--- config.mk ---
export PLATFORM = sky130hd
export DESIGN_NAME = serial_frame_rx
export DESIGN_NICKNAME = d
export VERILOG_FILES = /design/src/rtl/serial_frame_rx.sv
export SDC_FILE = /design/constraint.sdc
export NUM_CORES = 1
export LEC_CHECK = 0
export CAP_MARGIN = 5
export CORE_ASPECT_RATIO = 0.9
export CORE_MARGIN = 1.5
export CORE_UTILIZATION = 56
export DETAILED_ROUTE_END_ITERATION = 16
export GPL_TIMING_DRIVEN = 0
export MAX_ROUTING_LAYER = met4
export PLACE_DENSITY = 0.81
export SYNTH_ARGS = -nofsm -noshare
export SYNTH_HDL_FRONTEND = slang
export SYNTH_SLANG_ARGS = --single-unit
--- constraint.sdc ---
create_clock -name clk -period 3.1 [get_ports clk]
set_clock_uncertainty 0.05 [all_clocks]
set_input_delay 0.93 -clock clk [delete_from_list [all_inputs] [get_ports clk]]
set_output_delay 0.93 -clock clk [all_outputs]
set_load 0.005 [all_outputs]
--- src/rtl/serial_frame_rx.sv ---
// Serial frame receiver: start bit, WIDTH data bits LSB first, even parity, stop bit.
// A completed frame is held in data_out/parity_err under a valid/ready handshake.
module serial_frame_rx #(
    parameter int unsigned WIDTH = 6
) (
    input  logic             clk,
    input  logic             reset,
    input  logic             si,
    input  logic             ready,
    output logic [WIDTH-1:0] data_out,
    output logic             valid,
    output logic             parity_err,
    output logic             framing_err,
    output logic             overrun,
    output logic             busy
);

    localparam int unsigned CNT_W = $clog2(WIDTH + 1);

    typedef enum logic [2:0] {
        S_IDLE,
        S_DATA,
        S_PARITY,
        S_STOP,
        S_WAIT_HIGH
    } state_t;

    state_t           r_state;
    state_t           w_state_nxt;
    logic [CNT_W-1:0] r_cnt;
    logic [CNT_W-1:0] w_cnt_nxt;
    logic [WIDTH-1:0] r_shift;
    logic [WIDTH-1:0] w_shift_nxt;
    logic [WIDTH-1:0] r_data;
    logic [WIDTH-1:0] w_data_nxt;
    logic             r_par;
    logic             w_par_nxt;
    logic             r_valid;
    logic             w_valid_nxt;
    logic             r_perr;
    logic             w_perr_nxt;
    logic             r_ferr;
    logic             w_ferr_nxt;
    logic             r_ovr;
    logic             w_ovr_nxt;
    logic             r_busy;
    logic             w_busy_nxt;
    logic             w_accept;

    // Downstream takes the held frame this edge.
    assign w_accept = r_valid & ready;

    // State and datapath registers with synchronous active-low reset.
    always_ff @(posedge clk) begin
        if (!reset) begin
            r_state <= S_IDLE;
            r_cnt   <= '0;
            r_shift <= '0;
            r_data  <= '0;
            r_par   <= 1'b0;
            r_valid <= 1'b0;
            r_perr  <= 1'b0;
            r_ferr  <= 1'b0;
            r_ovr   <= 1'b0;
            r_busy  <= 1'b0;
        end else begin
            r_state <= w_state_nxt;
            r_cnt   <= w_cnt_nxt;
            r_shift <= w_shift_nxt;
            r_data  <= w_data_nxt;
            r_par   <= w_par_nxt;
            r_valid <= w_valid_nxt;
            r_perr  <= w_perr_nxt;
            r_ferr  <= w_ferr_nxt;
            r_ovr   <= w_ovr_nxt;
            r_busy  <= w_busy_nxt;
        end
    end

    // Next-state and next-value logic for the frame FSM and output holding register.
    always_comb begin
        w_state_nxt = r_state;
        w_cnt_nxt   = r_cnt;
        w_shift_nxt = r_shift;
        w_data_nxt  = r_data;
        w_par_nxt   = r_par;
        w_perr_nxt  = r_perr;
        w_valid_nxt = r_valid & ~w_accept;
        w_ferr_nxt  = 1'b0;
        w_ovr_nxt   = 1'b0;

        case (r_state)
            S_IDLE: begin
                if (!si) begin
                    w_state_nxt = S_DATA;
                    w_cnt_nxt   = '0;
                end
            end
            S_DATA: begin
                // LSB arrives first, so shift in from the top.
                w_shift_nxt = {si, r_shift[WIDTH-1:1]};
                w_cnt_nxt   = r_cnt + CNT_W'(1);
                if (r_cnt == CNT_W'(WIDTH - 1)) begin
                    w_state_nxt = S_PARITY;
                end
            end
            S_PARITY: begin
                w_par_nxt   = si;
                w_state_nxt = S_STOP;
            end
            S_STOP: begin
                if (si) begin
                    w_state_nxt = S_IDLE;
                    // Load is allowed when the holding slot is empty or being emptied now.
                    if (!r_valid || ready) begin
                        w_data_nxt  = r_shift;
                        w_perr_nxt  = (^r_shift) ^ r_par;
                        w_valid_nxt = 1'b1;
                    end else begin
                        w_ovr_nxt = 1'b1;
                    end
                end else begin
                    w_ferr_nxt  = 1'b1;
                    w_state_nxt = S_WAIT_HIGH;
                end
            end
            S_WAIT_HIGH: begin
                // A line still low after a bad stop is not a new start bit.
                if (si) begin
                    w_state_nxt = S_IDLE;
                end
            end
            default: begin
                w_state_nxt = S_IDLE;
            end
        endcase

        w_busy_nxt = (w_state_nxt != S_IDLE);
    end

    assign data_out    = r_data;
    assign valid       = r_valid;
    assign parity_err  = r_perr;
    assign framing_err = r_ferr;
    assign overrun     = r_ovr;
    assign busy        = r_busy;

endmodule

; ---- After elaboration in Yosys (flattened, before gate mapping)
; Index checks and enable logic that the tools add are counted.
[op_classes]
n_addsub = 1
n_div = 0
n_reduce_logical = 10
multipliers = 0
n_mux = 12
eq_ne = 6
bitwise_logic = 4
n_shift = 0
order_cmp = 0
[ops]
columns = op, count
row1 = 3-bit two-way mux, 5
row2 = 3-bit one-hot mux with 5 select lines, 1
row3 = "3-bit by 2-bit equality test with 1-bit output, second input constant", 2
row4 = "3-bit equality test, second input constant", 2
row5 = 3-bit one-hot mux with 2 select lines, 1
row6 = 3-bit AND reduction, 2
row7 = 6-bit XOR reduction, 1
row8 = 1-bit two-way mux, 5
row9 = 2-bit AND reduction, 2
row10 = "3-bit by 1-bit adder with 3-bit output, second input constant", 1
row11 = "3-bit by 1-bit equality test with 1-bit output, second input constant", 1
row12 = 3-bit logical NOT, 1
row13 = 3-bit nonzero test, 1
row14 = 1-bit AND, 2
row15 = "2-bit != test, second input constant", 1
row16 = 2-bit nonzero test, 1
row17 = 1-bit logical NOT, 1
row18 = 1-bit logical OR, 1
row19 = 1-bit NOT, 1
row20 = 1-bit XOR, 1
[totals]
out_inout_bits = 11
mem_bits_rw = 0
reg_bits = 24
n_memories = 0
in_bits = 4
rom_bits = 0
latchBits = 0
word_cells = 43

; ---- Longest topological paths before layout
[depth]
depth_word = 6
ltp_mapped = 5
depth_no_buf = 4

; ---- Worst setup path after synthesis
; No wires, ideal clock.
[synth_path]
path_kind = input-to-reg
from = input si
to = register r_cnt[0]
cell_stages = 4
required_ps = 2935
setup_slack_ps = 1021
arrival_time_ps = 1914
setup_time_ps = 115
n_path_buf = 1
path_cell_list = buf_6 -> or4_4 -> and3_4 -> o21a_1
[synth_via]
elab_chain_len = 2
[synth_rtl]
columns = item, line_no
row1 = from (decl), 8  ; input logic si,
row2 = 2-bit != test (no source line), -
row3 = 2-bit AND reduction (no source line), -
row4 = to (signal assigned), 68  ; r_cnt <= w_cnt_nxt;
row5 = to (decl), 30  ; logic [CNT_W-1:0] r_cnt;
; Every way passes these cells.
; A chain may end at the register's enable or synchronous reset.

; ---- Final worst setup path
[layout_path]
from = register r_valid, in the netlist valid
to = output valid
[layout_rtl]
columns = item, line_no
row1 = from (decl), 38  ; logic r_valid;
row2 = from (signal assigned), 72  ; r_valid <= w_valid_nxt;
row3 = to (decl), 11  ; output logic valid,
; No word-level cell between the ends.

==> flow_metrics.env <==
export IMPL_fin_tns_setup_ns=0
export IMPL_rrSetupSlack_ns=1.58
export IMPL_drive_gt1_share_pct=11.9
export IMPL_place_congestion=0.794
export IMPL_finalWorstSetupSlack_ns=0.937
export IMPL_globalRouteOverflowTotal=0
export IMPL_setup_worst_path_end="valid"
export IMPL_outcome="completed"
export IMPL_start_kind="register"
export IMPL_core_sq_um=1750
export IMPL_stdcell_area_sq_um=1290
export IMPL_vdd_drop_max_mv=0.299
export IMPL_num_vias=871
export IMPL_drc=0
export IMPL_cts_tree="done"
export IMPL_crit_path_start="valid$_SDFF_PN0_"
export IMPL_synth_most_common_cell="dfxtp_1"
export IMPL_wl_per_cell_um=13.0
export IMPL_routed_wl_um=2070
export IMPL_worstSkewPairLatency_ns=0.31
export IMPL_synth_top_area_share_pct=43.9
export IMPL_path_clk_slew_ns=0.13
export IMPL_ant_nets=0
export IMPL_grt_pass1_wl_um=3480
export IMPL_syn2layout_area_growth_pct=17.9
export IMPL_grt_usage_pct=21.2
export IMPL_grt_max_degree=14
export IMPL_max_stage_delay_ns=0.51
export IMPL_dr_first_iter_drc_count=22
export IMPL_crit_required_ns=2.12
export IMPL_layout_nets=142
export IMPL_synth_area_leaders="dfxtp_1 (44%), a21boi_0 (8.2%), nand2_1 (5.1%)"
export IMPL_rsz0062_at_grt="no"
export IMPL_synth_seq_area_share_pct=43.9
export IMPL_synth_area_per_cell_sq_um=9.28
export IMPL_pre_cts_ws_ns=0.891
export IMPL_synth_seq_cells=24
export IMPL_period_needed_ns=2.16
export IMPL_cts_repair_resized=0
export IMPL_antenna_found_initial=0
export IMPL_dieArea_sq_um=2230
export IMPL_drt_vias_per_instance=5.48
export IMPL_dpl_cell_count=155
export IMPL_cp_end_kind="output pin"
export IMPL_clock_sinks=24
export IMPL_cap_violations=0
export IMPL_grt_pass1_vias=780
export IMPL_cp_top_family="buffers and inverters"
export IMPL_r2r_end="r_cnt[1]$_SDFFE_PN0P_"
export IMPL_worst_pin_slew_ns=0.480
export IMPL_final_util_pct=73.7
export IMPL_synth_nets=124
export IMPL_diodes=0
export IMPL_yosysTopAreaCell="dfxtp_1"
export IMPL_final_cells=159
export IMPL_portBuffers=13
export IMPL_post_dp_cell_area_sq_um=1250
export IMPL_io_pins=15
export IMPL_synth_edf_count=0
export IMPL_row_count=14
export IMPL_dp_final_hpwl_um=1500
export IMPL_cp_max_fo=3
export IMPL_leakage_uw=0.000474
export IMPL_cp_slowest_cell="clkdlybuf4s50_1"
export IMPL_reg2regPathDepth=4
export IMPL_start_util_pct=62.5
export IMPL_cts_root_buf="clkbuf_4"
export IMPL_die_h_um=44.9
export IMPL_r2r_start="r_state[2]$_SDFF_PN0_"
export IMPL_hold_viol=0
export IMPL_setup_viol=0
export IMPL_critPathKind="register to output pin"
export IMPL_arrival_ns=1.18
export IMPL_syn_inst=118
export IMPL_synth_distinct_cells=37
export IMPL_netlist_area_sq_um=1090
export IMPL_synth_commonest_cells="dfxtp_1 (24), nand2_1 (15), a21boi_0 (12), o21ai_0 (9), nand3_1 (7)"
export IMPL_worst_path_buf_inv=1
export IMPL_cts_buffers=3
export IMPL_die_w_um=49.6
export IMPL_drv_slew=0
export IMPL_cts_setup_buffers=0
export IMPL_max_freq_mhz=462
export IMPL_async_reset_ff_share_pct=0
export IMPL_power_density_nw_per_um2=406
export IMPL_h_tree_depth=1
export IMPL_fin_crit_sh_pct=69.8
export IMPL_relSlewSlack_pct=67.9
export IMPL_synth_ff_type="dfxtp_1"
export IMPL_cts_buffer_depth=2
export IMPL_min_path_type="register to register"
export IMPL_cp_cell_sequence="clkdlybuf4s50_1"
export IMPL_ys_warn_count=0
export IMPL_hold_buffers=0
export IMPL_cp_num_cells=1
export IMPL_dr_pass1_iters=4
## cells by family after synthesis
kind of cell	Yosys count	synth area share (%)
simple gates	44	23.4
compound gates	32	18.9
buf+inv	11	4.91
mux	1	0.914
xor+xnor	4	5.71
fa+ha+maj	2	2.29
flops	24	43.9
## report_power, final
group | internal (uW) | total [uW] | switching, uW | leakage [uW]
logic | 22.5 | 44.0 | 21.6 | 0.000259
registers | 313 | 318 | 4.37 | 0.000194
clock network | 71.8 | 163 | 91.1 | 0.0000210
total | 408 | 525 | 117 | 0.000474
## stage by stage
step	hold WS, ns	power, uW
after floorplan	0.414	355
after global placement	0.414	367
after detailed placement	0.426	368
after CTS	0.444	530
after global routing	0.474	545
final	0.442	525
## worst min-delay path by stage
stage                                        start                       end  slack [ns]  depth (start not counted)
after floorplan            r_shift[0]$_SDFFE_PN0P_   r_shift[0]$_SDFFE_PN0P_        0.41                          2
final                     data_out[0]$_SDFFE_PN0P_  data_out[0]$_SDFFE_PN0P_        0.44                          2
after global routing       r_shift[0]$_SDFFE_PN0P_   r_shift[0]$_SDFFE_PN0P_        0.47                          2
after global placement    data_out[5]$_SDFFE_PN0P_  data_out[5]$_SDFFE_PN0P_        0.41                          2
after detailed placement  data_out[0]$_SDFFE_PN0P_  data_out[0]$_SDFFE_PN0P_        0.43                          2
after CTS                 data_out[0]$_SDFFE_PN0P_  data_out[0]$_SDFFE_PN0P_        0.44                          2
## registers in the layout (all words and copies together), names as in the netlist
name,count
data_out,6
r_shift,6
r_cnt,3
r_state,3
busy,1
framing_err,1
overrun,1
parity_err,1
r_par,1
valid,1
## area by class of cell
class | count | area, sq um
Fill cell | 152 | 460
Inverter | 3 | 11.3
Tap cell | 24 | 30.0
Multi-Input combinational cell | 83 | 561
Buffer | 8 | 42.5
Sequential cell | 24 | 480
Timing Repair Buffer | 13 | 130
Clock buffer | 4 | 36.3
## worst min-delay path, cell delays in order, from the launching register on
cell	delay, ns
dfxtp_1	0.33
o21ai_0	0.06
a21boi_0	0.07
## cells in the final DEF (no fill, tap or decap), types with 2 or more instances in the layout
cell type / instances
xnor3_1: 2
clkdlybuf4s50_1: 13
dfxtp_1: 24
buf_2: 4
a21boi_0: 12
nor2b_1: 2
nand2b_1: 4
clkbuf_4: 3
nand3_1: 7
clkbuf_1: 3
ha_1: 2
o21a_1: 2
nand2_1: 15
o21ai_0: 9
nor2_1: 2
inv_1: 3
and3_1: 2
a21oi_1: 4
## layer usage
layer / vias up / part of all wire (%) / track usage [%]
li1: 443 / - / -
met1: 413 / 49 / 26.9
met2: 15 / 48 / 34.9
met3: 0 / 3.6 / 5.96
met4: 0 / 0 / 3.33
met5: - / 0 / -
(Power assumes the default switching activity.)
